<file path="config.mk">
export PLATFORM = sky130hd
export DESIGN_NAME = fetch_line_buffer
export DESIGN_NICKNAME = d
export VERILOG_FILES = /design/src/rtl/fetch_line_buffer_pkg.sv /design/src/rtl/fetch_line_buffer_chk.sv /design/src/rtl/fetch_line_buffer.sv
export SDC_FILE = /design/constraint.sdc
export NUM_CORES = 1
export LEC_CHECK = 0
export CAP_MARGIN = 25
export CORE_MARGIN = 3
export CORE_UTILIZATION = 25
export CTS_CLUSTER_DIAMETER = 200
export CTS_CLUSTER_SIZE = 16
export DETAILED_ROUTE_END_ITERATION = 10
export DONT_BUFFER_PORTS = 1
export PLACE_DENSITY_LB_ADDON = 0.08
export SETUP_SLACK_MARGIN = 0.02
export SKIP_CTS_REPAIR_TIMING = 1
export SLEW_MARGIN = 20
export SYNTH_ARGS = -nofsm -noshare
export SYNTH_HDL_FRONTEND = slang
export SYNTH_SLANG_ARGS = --single-unit
</file>
<file path="constraint.sdc">
create_clock -name CLK -period 3.65 [get_ports CLK]
set_clock_uncertainty 0.15 [all_clocks]
set_input_delay 0.73 -clock CLK [delete_from_list [all_inputs] [get_ports CLK]]
set_output_delay 0.73 -clock CLK [all_outputs]
set_load 0.01 [all_outputs]
</file>
<file path="src/rtl/fetch_line_buffer_pkg.sv">
// Shared types and constants for the instruction-fetch line buffer.
// Holds the fetch FSM encoding, the data widths and the line-address helper.
package fetch_line_buffer_pkg;

    localparam int XLEN           = 32;
    localparam int LINE_W         = 128;
    localparam int WORDS_PER_LINE = LINE_W / XLEN;

    localparam logic [XLEN-1:0] RESET_PC_DEFAULT = 32'h0000_0000;

    typedef enum logic [2:0] {
        IDLE  = 3'd0,
        REQ   = 3'd1,
        WAIT  = 3'd2,
        DRAIN = 3'd3,
        FLUSH = 3'd4
    } fetch_state_t;

    function automatic logic [XLEN-1:0] line_base(input logic [XLEN-1:0] pc);
        return {pc[XLEN-1:4], 4'b0000};
    endfunction

endpackage

</file>
<file path="src/rtl/fetch_line_buffer_chk.sv">
// Protocol checker for the fetch line buffer memory port.
// Read data may only arrive while the fetch unit is waiting for it or discarding it.
module fetch_line_buffer_chk (
    input logic clk,
    input logic rst_n,
    input logic mem_rvalid,
    input logic rvalid_expected
);

    a_rvalid_in_window: assert property (@(posedge clk) disable iff (!rst_n)
        mem_rvalid |-> rvalid_expected);

endmodule

</file>
<file path="src/rtl/fetch_line_buffer.sv">
// Instruction-fetch front end: reads one 128-bit line at a time and
// hands out its 32-bit words with their PCs; a redirect restarts fetch.
module fetch_line_buffer
    import fetch_line_buffer_pkg::*;
#(
    parameter logic [XLEN-1:0] RESET_PC = RESET_PC_DEFAULT
) (
    input  logic              CLK,
    input  logic              RST_N,
    input  logic              redirect_i,
    input  logic [XLEN-1:0]   redirect_pc_i,
    output logic              mem_req_o,
    output logic [XLEN-1:0]   mem_addr_o,
    input  logic              mem_gnt_i,
    input  logic              mem_rvalid_i,
    input  logic [LINE_W-1:0] mem_rdata_i,
    output logic              instr_valid_o,
    output logic [XLEN-1:0]   instr_o,
    output logic [XLEN-1:0]   instr_pc_o,
    input  logic              instr_ready_i
);

    fetch_state_t      state_r, state_s;
    logic [XLEN-1:0]   pc_r, pc_s, pc_adv_s;
    logic [LINE_W-1:0] line_r, line_s;
    logic [1:0]        idx_r, idx_s;

    logic              transfer_s;
    logic [XLEN-1:0]   redirect_pc_s;
    logic              mem_req_s;
    logic [XLEN-1:0]   mem_addr_s;
    logic              instr_valid_s;
    logic [XLEN-1:0]   instr_s;
    logic [XLEN-1:0]   instr_pc_s;
    logic [XLEN-1:0]   word_s;

    // instr_valid_o is registered from state==DRAIN, so it doubles as the DRAIN flag
    assign transfer_s    = instr_valid_o & instr_ready_i;
    assign redirect_pc_s = {redirect_pc_i[XLEN-1:2], 2'b00};

    // State, PC, line and word-index registers
    always_ff @(posedge CLK or negedge RST_N) begin
        if (!RST_N) begin
            state_r <= IDLE;
            pc_r    <= RESET_PC;
            line_r  <= {LINE_W{1'b0}};
            idx_r   <= 2'd0;
        end else begin
            state_r <= state_s;
            pc_r    <= pc_s;
            line_r  <= line_s;
            idx_r   <= idx_s;
        end
    end

    // Next-state logic; a redirect overrides the PC in every state
    always_comb begin
        state_s  = state_r;
        pc_adv_s = pc_r;
        line_s   = line_r;
        idx_s    = idx_r;
        case (state_r)
            IDLE: state_s = REQ;
            REQ: begin
                if (mem_gnt_i) begin
                    state_s = redirect_i ? FLUSH : WAIT;
                end else begin
                    state_s = REQ;
                end
            end
            WAIT: begin
                if (mem_rvalid_i && redirect_i) begin
                    state_s = REQ;
                end else if (mem_rvalid_i) begin
                    state_s = DRAIN;
                    line_s  = mem_rdata_i;
                    idx_s   = pc_r[3:2];
                end else if (redirect_i) begin
                    state_s = FLUSH;
                end else begin
                    state_s = WAIT;
                end
            end
            DRAIN: begin
                if (redirect_i) begin
                    state_s = REQ;
                end else if (transfer_s && (idx_r == 2'd3)) begin
                    state_s  = REQ;
                    pc_adv_s = line_base(pc_r) + 32'd16;
                end else if (transfer_s) begin
                    idx_s = idx_r + 2'd1;
                end else begin
                    state_s = DRAIN;
                end
            end
            FLUSH: begin
                if (mem_rvalid_i) begin
                    state_s = REQ;
                end else begin
                    state_s = FLUSH;
                end
            end
            default: state_s = IDLE;
        endcase
        pc_s = redirect_i ? redirect_pc_s : pc_adv_s;
    end

    // Next output values, derived from the next state so the outputs stay registered
    always_comb begin
        case (idx_s)
            2'd0:    word_s = line_s[0*XLEN +: XLEN];
            2'd1:    word_s = line_s[1*XLEN +: XLEN];
            2'd2:    word_s = line_s[2*XLEN +: XLEN];
            2'd3:    word_s = line_s[3*XLEN +: XLEN];
            default: word_s = line_s[0*XLEN +: XLEN];
        endcase
        mem_req_s     = (state_s == REQ);
        mem_addr_s    = mem_req_s ? line_base(pc_s) : mem_addr_o;
        instr_valid_s = (state_s == DRAIN);
        instr_s       = instr_valid_s ? word_s : instr_o;
        instr_pc_s    = instr_valid_s ? {pc_s[XLEN-1:4], idx_s, 2'b00} : instr_pc_o;
    end

    // Output registers
    always_ff @(posedge CLK or negedge RST_N) begin
        if (!RST_N) begin
            mem_req_o     <= 1'b0;
            mem_addr_o    <= {XLEN{1'b0}};
            instr_valid_o <= 1'b0;
            instr_o       <= {XLEN{1'b0}};
            instr_pc_o    <= {XLEN{1'b0}};
        end else begin
            mem_req_o     <= mem_req_s;
            mem_addr_o    <= mem_addr_s;
            instr_valid_o <= instr_valid_s;
            instr_o       <= instr_s;
            instr_pc_o    <= instr_pc_s;
        end
    end

    fetch_line_buffer_chk u_chk (
        .clk             (CLK),
        .rst_n           (RST_N),
        .mem_rvalid      (mem_rvalid_i),
        .rvalid_expected ((state_r == WAIT) || (state_r == FLUSH))
    );

endmodule

</file>
-- After elaboration in Yosys (flattened, before gate mapping)
Cells that the tools add are included.
- add/subtract/negate cells: 2
- equality and inequality tests: 10
- multiplexer cells: 22
- bitwise operators: 1
- reduce and logical (&&, ||, !) cells: 7
- operators by type and width (kind ; count):
    2-to-1 mux 128 bit ; 3
    one-hot mux 32 bit (4 select lines) ; 1
    2-to-1 mux 32 bit ; 3
    adder 32 x 5 -> 32 bit, second input constant ; 1
    2-to-1 mux 3 bit ; 8
    one-hot mux 3 bit (5 select lines) ; 1
    2-to-1 mux 2 bit ; 5
    equality test 3 x 2 -> 1 bit, second input constant ; 3
    equality test 2 bit, second input constant ; 3
    equality test 3 x 1 -> 1 bit, second input constant ; 2
    one-hot mux 2 bit (2 select lines) ; 1
    nonzero test 2 bit ; 2
    equality test 3 bit, second input constant ; 1
    logical NOT 3 bit ; 1
    adder 2 x 1 -> 2 bit, second input constant ; 1
    equality test 2 x 1 -> 1 bit, second input constant ; 1
    logical AND 1 bit ; 2
    logical NOT 2 bit ; 1
    AND reduction 2 bit ; 1
    AND 1 bit ; 1
- register bits: 257
- output and inout port bits: 98

-- Logic depth before layout (Yosys ltp)
- depth in word-level cells: 7
- gate-level depth with buffers: 10
- gate-level depth less buffers: 8

-- Worst setup path after synthesis
No wires, ideal clock.
- path type: input -> register
- start point: input mem_rvalid_i
- end point: register instr_o[20]
- setup time: 126 ps
- arrival time: 2717 ps
- data required time: 3374 ps
- slack: 657 ps
- cell stages on the path: 8
- buffers on the path: 3
- cells stage by stage: buf_2 nand4bb_1 nor2_1 buf_2 buf_2 mux2_1 mux2_1 a221o_1
- RTL lines (item ; RTL line ; RTL):
    start: declaration ; fetch_line_buffer.sv:15 ; input logic mem_rvalid_i,
    2-to-1 mux 128 bit or logical AND 1 bit (tied branches) ; fetch_line_buffer.sv:74, fetch_line_buffer.sv:72 ;
    2-to-1 mux 128 bit * ; fetch_line_buffer.sv:72 ; if (mem_rvalid_i && redirect_i) begin
    2-to-1 mux 128 bit * ; fetch_line_buffer.sv:62 ; case (state_r)
    net line_s[20] ; fetch_line_buffer.sv:25 ; logic [LINE_W-1:0] line_r, line_s;
    one-hot mux 32 bit (4 select lines) * ; fetch_line_buffer.sv:110 ; case (idx_s)
    end signal: assignment ; fetch_line_buffer.sv:130 ; instr_o <= {XLEN{1'b0}};
    end signal: assignment ; fetch_line_buffer.sv:136 ; instr_o <= instr_s;
    end: declaration ; fetch_line_buffer.sv:18 ; output logic [XLEN-1:0] instr_o,
Mark *: on every way through the listed nets, which the timed path passes. The rest lies on a longest branch.
A chain may end at the register's enable or synchronous reset.

-- Worst setup path in the final report
- start point: register state_r[0]
- end point: register instr_o[25]
- RTL lines (item ; RTL line ; RTL):
    start: declaration ; fetch_line_buffer.sv:23 ; fetch_state_t state_r, state_s;
    start signal: assignment ; fetch_line_buffer.sv:49 ; state_r <= state_s;
    equality test 3 x 2 -> 1 bit ; fetch_line_buffer.sv:62 ;
    2-to-1 mux 128 bit ; fetch_line_buffer.sv:62 ;
    net line_s[89] ; fetch_line_buffer.sv:25 ;
    one-hot mux 32 bit (4 select lines) ; fetch_line_buffer.sv:110 ;
The timed path passes the listed nets, and every way through them passes these cells.

==> impl_results.rst <==
.. list-table::
   :header-rows: 1

   * - Metric
     - Value
   * - Outcome
     - finished with violations
   * - Failing checks
     - negative hold slack
   * - Count of buffers from port buffering
     - 0
   * - CP startpoint kind
     - flop
   * - GPL Wtd Cong
     - 0.683
   * - Seq. cell area
     - 0.00638 mm2
   * - Final cycle utilization of the critical path
     - 80.8%
   * - Later-pin clock latency in the skew report
     - 0.52 ns
   * - Post-synthesis average cell area
     - between 10 and 15 um2
   * - Total area of multi-input combinational cells
     - 0.00470 mm2
   * - Endpoints failing setup
     - 0
   * - Wire length of the first global-routing pass
     - around 55000 um
   * - Number of enable flip-flop cells after synthesis
     - 0
   * - MaxCap Viol Count
     - 0
   * - Maximum vdd drop
     - 0.000342 V
   * - Family with the most delay on the worst path
     - simple AND/OR/NAND/NOR gates
   * - Predominant post-synthesis flop cell
     - sky130_fd_sc_hd__dfrtp_1
   * - Clock buffers created by TritonCTS
     - 19
   * - Flip-flop and latch count after synthesis
     - 255
   * - Placed wire-length estimate
     - ~25000 um
   * - Setup TNS
     - 0 ns
   * - Yosys warnings
     - 0
   * - Start point of the critical path
     - state_r[0]
   * - Power density relative to cell area
     - about 730 mW/mm2
   * - Worst relative slew slack
     - 58.2%
   * - DR WL/cell
     - 23.5 um
   * - Actual slew at the worst max-slew pin
     - 0.626 ns
   * - Largest net degree at the start of global routing
     - roughly 260
   * - Biggest fanout along the worst timing path
     - 33
   * - Worst setup path endpoint
     - instr_o[25]
   * - Starting Density
     - around 25%
   * - Largest buffer count on any clock path
     - 3
   * - Final design area excluding fillers
     - ~0.013 mm2
   * - Die Span X
     - about 220 um
   * - Summed instance area of the synthesized netlist
     - 0.0115 mm2
   * - Grt ovf
     - 0
   * - Number of cells on the worst reg-to-reg path
     - 6
   * - Clock root buffer master
     - sky130_fd_sc_hd__clkbuf_16
   * - Detailed Routing Iterations Pass 1
     - 4
   * - Sinks on the clock net
     - 255
   * - Drt via density
     - 4.94
   * - Required time of the worst setup path
     - 3.90 ns
   * - Top-level port count
     - 264
   * - Placeable core area
     - roughly 0.045 mm2
   * - Vias
     - roughly 7500
   * - Number of cells on the critical path
     - 6
   * - Post-detailed-route count of antenna-violating nets
     - 0
   * - Ordered list of cells on the worst path
     - nand4bb_2 -> nor2_4 -> buf_12 -> mux2_2 -> mux2_1 -> a221o_1
   * - Worst EP arrival
     - roughly 3.2 ns
   * - Overall Global Routing Usage
     - 14.5%
   * - Slowest-stage cell, CP
     - sky130_fd_sc_hd__dfrtp_1
   * - Final Hold Viols
     - 255
   * - Floorplan die height
     - 221 um
   * - Min setup slack post-route
     - around 0.7 ns
   * - Proportion of layout cells with a drive suffix above 1
     - 19.3%
   * - Crit path kind
     - flop to flop
   * - Clock H-tree levels
     - 1
   * - Floorplan die area
     - 0.0488 mm2
   * - Hold Crit Class
     - input pin to asynchronous set/reset pin
   * - Reg2Reg Setup Slack
     - 0.70 ns
   * - Number of design-rule violations left by the first detailed-router iteration
     - ~360
   * - Synth async-reset ratio
     - 100%
   * - Max-slew violation total from the final report
     - 0
   * - Portion of the post-synthesis area used by sequential elements
     - between 50 and 60%
   * - Fmax
     - 339 MHz
   * - Final Core Density
     - about 28%
   * - Distinct cells, synth
     - 61
   * - Final hold slack
     - -0.247 ns
   * - Origin of the critical flop-to-flop path
     - state_r[0]
   * - Cell area reported after detailed placement
     - 0.0123 mm2
   * - Setup repair after global routing missed its margin
     - false
   * - NumNets Final
     - roughly 1100
   * - Gate count after technology mapping
     - 951
   * - Floorplan row count
     - just under 80
   * - Final wirelength
     - ~36000 um
   * - Category of the worst setup path capture point
     - flop
   * - Pleak
     - about 5.4 nW
   * - Filler Cells Inserted
     - 4702
   * - Worst path bufs/invs
     - 1
   * - Initial antenna violation count
     - 5
   * - Setup slack at placement
     - 0.494 ns
   * - Critical R2R Capture
     - instr_o[25]
   * - CTS tree
     - built
   * - DRC
     - 0
   * - Worst stage delay on the critical path
     - 0.52 ns
   * - Minimum clock period after layout
     - just under 3 ns
   * - Clock edge transition at the registers on the reported setup and hold paths
     - 0.08 ns
   * - Via count of the first global-routing pass
     - 8072
   * - Growth of design area from synthesis to finish
     - 11.0%
[logic make-up (layout without fill, tap and decap cells)]
| logic type | count (synthesis) | in the layout | synth area share, % |
|---|---|---|---|
| AO/OA/AOI/OAI | 238 | 238 | 15.8 |
| AND/OR/NAND/NOR | 149 | 149 | 6.94 |
| buffers and inverters | 129 | 97 | 4.67 |
| XOR/XNOR | 7 | 7 | 0.531 |
| multiplexers | 170 | 170 | 16.5 |
| flip-flops | 255 | 255 | 55.3 |
| adder cells (fa/ha/maj) | 2 | 2 | 0.217 |
| other | 1 | 8 | 0.0325 |
[layout make-up]
type	count	share of cell area, %
Antenna cell	2	0.0391
Clock buffer	20	3.74
Inverter	47	1.39
Multi-Input combinational cell	572	36.7
Sequential cell	255	49.8
Tap cell	600	5.86
Timing Repair Buffer	30	2.44
[state kept, by name (all words and copies together) (netlist names)]
register,flops
idx_r,2
pc_r,30
instr_o,32
instr_valid_o,1
state_r,3
line_r,128
mem_req_o,1
mem_addr_o,28
instr_pc_o,30
[cells in the mapped netlist (5+ instances only)]
library cell,count,area [um2]
sky130_fd_sc_hd__nand3_1,12,60.1
sky130_fd_sc_hd__a221o_1,32,320
sky130_fd_sc_hd__and4_1,5,43.8
sky130_fd_sc_hd__buf_4,6,45.0
sky130_fd_sc_hd__nand2_1,38,143
sky130_fd_sc_hd__buf_2,26,130
sky130_fd_sc_hd__nor4_1,5,31.3
sky130_fd_sc_hd__mux2_1,51,574
sky130_fd_sc_hd__mux2i_1,7,70.1
sky130_fd_sc_hd__nor2b_1,6,37.5
sky130_fd_sc_hd__dfrtp_1,255,6380
sky130_fd_sc_hd__nor2_1,34,128
sky130_fd_sc_hd__clkbuf_1,47,176
sky130_fd_sc_hd__inv_1,44,165
sky130_fd_sc_hd__o21ai_0,83,415
sky130_fd_sc_hd__xnor2_1,5,43.8
sky130_fd_sc_hd__o2111a_1,32,360
sky130_fd_sc_hd__or4_1,6,45.0
sky130_fd_sc_hd__mux2_2,112,1260
sky130_fd_sc_hd__a31oi_1,8,50.1
sky130_fd_sc_hd__o31ai_1,7,52.6
sky130_fd_sc_hd__a41oi_1,5,43.8
sky130_fd_sc_hd__o221ai_1,34,298
sky130_fd_sc_hd__nand4_1,11,68.8
sky130_fd_sc_hd__a21oi_1,10,50.1
[per-stage QoR]
step / std cells / total power [mW]
6_report: 1526 / 9.30
3_3_place_gp: 1503 / 7.42
2_1_floorplan: 956 / 6.60
5_1_grt: 1524 / 10.0
3_5_place_dp: 1504 / 7.47
4_1_cts: 1524 / 9.53
[worst reg2reg max path: stages, from the launching register on]
cell and delay, ns:
sky130_fd_sc_hd__dfrtp_1 0.52, sky130_fd_sc_hd__nand4bb_2 0.40, sky130_fd_sc_hd__nor2_4 0.45, sky130_fd_sc_hd__buf_12 0.29
sky130_fd_sc_hd__mux2_2 0.40, sky130_fd_sc_hd__mux2_1 0.31, sky130_fd_sc_hd__a221o_1 0.32
[metal layers]
metal	global-route usage (%)	routed length, um
met1	18.5	15400
met2	24.5	17400
met3	4.27	2440
met4	2.80	546
met5	0	23
[placed cells by master, fill, tap and decap left out, types with 3 or more instances in the layout]
cell type                   count
sky130_fd_sc_hd__o2111a_1      32
sky130_fd_sc_hd__nor2_1        33
sky130_fd_sc_hd__conb_1         6
sky130_fd_sc_hd__a22o_1         4
sky130_fd_sc_hd__mux2_2       112
sky130_fd_sc_hd__nand4_1       11
sky130_fd_sc_hd__a31oi_1        8
sky130_fd_sc_hd__o31ai_1        7
sky130_fd_sc_hd__o31a_1         4
sky130_fd_sc_hd__buf_4         23
sky130_fd_sc_hd__or3_1          4
sky130_fd_sc_hd__nor4_1         5
sky130_fd_sc_hd__clkbuf_16     19
sky130_fd_sc_hd__a21boi_0       4
sky130_fd_sc_hd__nand2_1       38
sky130_fd_sc_hd__or4_1          6
sky130_fd_sc_hd__and4_1         5
sky130_fd_sc_hd__mux2_1        51
sky130_fd_sc_hd__buf_12         7
sky130_fd_sc_hd__nor2b_1        6
sky130_fd_sc_hd__and2_1         4
sky130_fd_sc_hd__inv_1         44
sky130_fd_sc_hd__o221ai_1      33
sky130_fd_sc_hd__a221o_1       32
sky130_fd_sc_hd__nand2b_1       4
sky130_fd_sc_hd__o21ai_0       83
sky130_fd_sc_hd__mux2i_1        6
sky130_fd_sc_hd__a21oi_1       10
sky130_fd_sc_hd__nor3_1         3
sky130_fd_sc_hd__nand3_1       12
sky130_fd_sc_hd__dfrtp_1      254
sky130_fd_sc_hd__xnor2_1        5
sky130_fd_sc_hd__a41oi_1        5
[power breakdown]
group | internal (mW) | switching, mW | leakage, nW
Combinational | 1.26 | 1.28 | 1.98
Clock | 0.930 | 1.05 | 0.235
Sequential | 3.98 | 0.794 | 3.15
[worst min path at each step]
stage | slack (ns) | endpoint | startpoint
floorplan | 0.28 | idx_r[0] | RST_N
global placement | 0.29 | line_r[7] | RST_N
detailed placement | 0.29 | line_r[7] | RST_N
CTS | -0.28 | line_r[97] | RST_N
global route | -0.28 | line_r[7] | RST_N
finish | -0.25 | line_r[7] | RST_N
No activity file was read; power rests on OpenSTA's default activity.
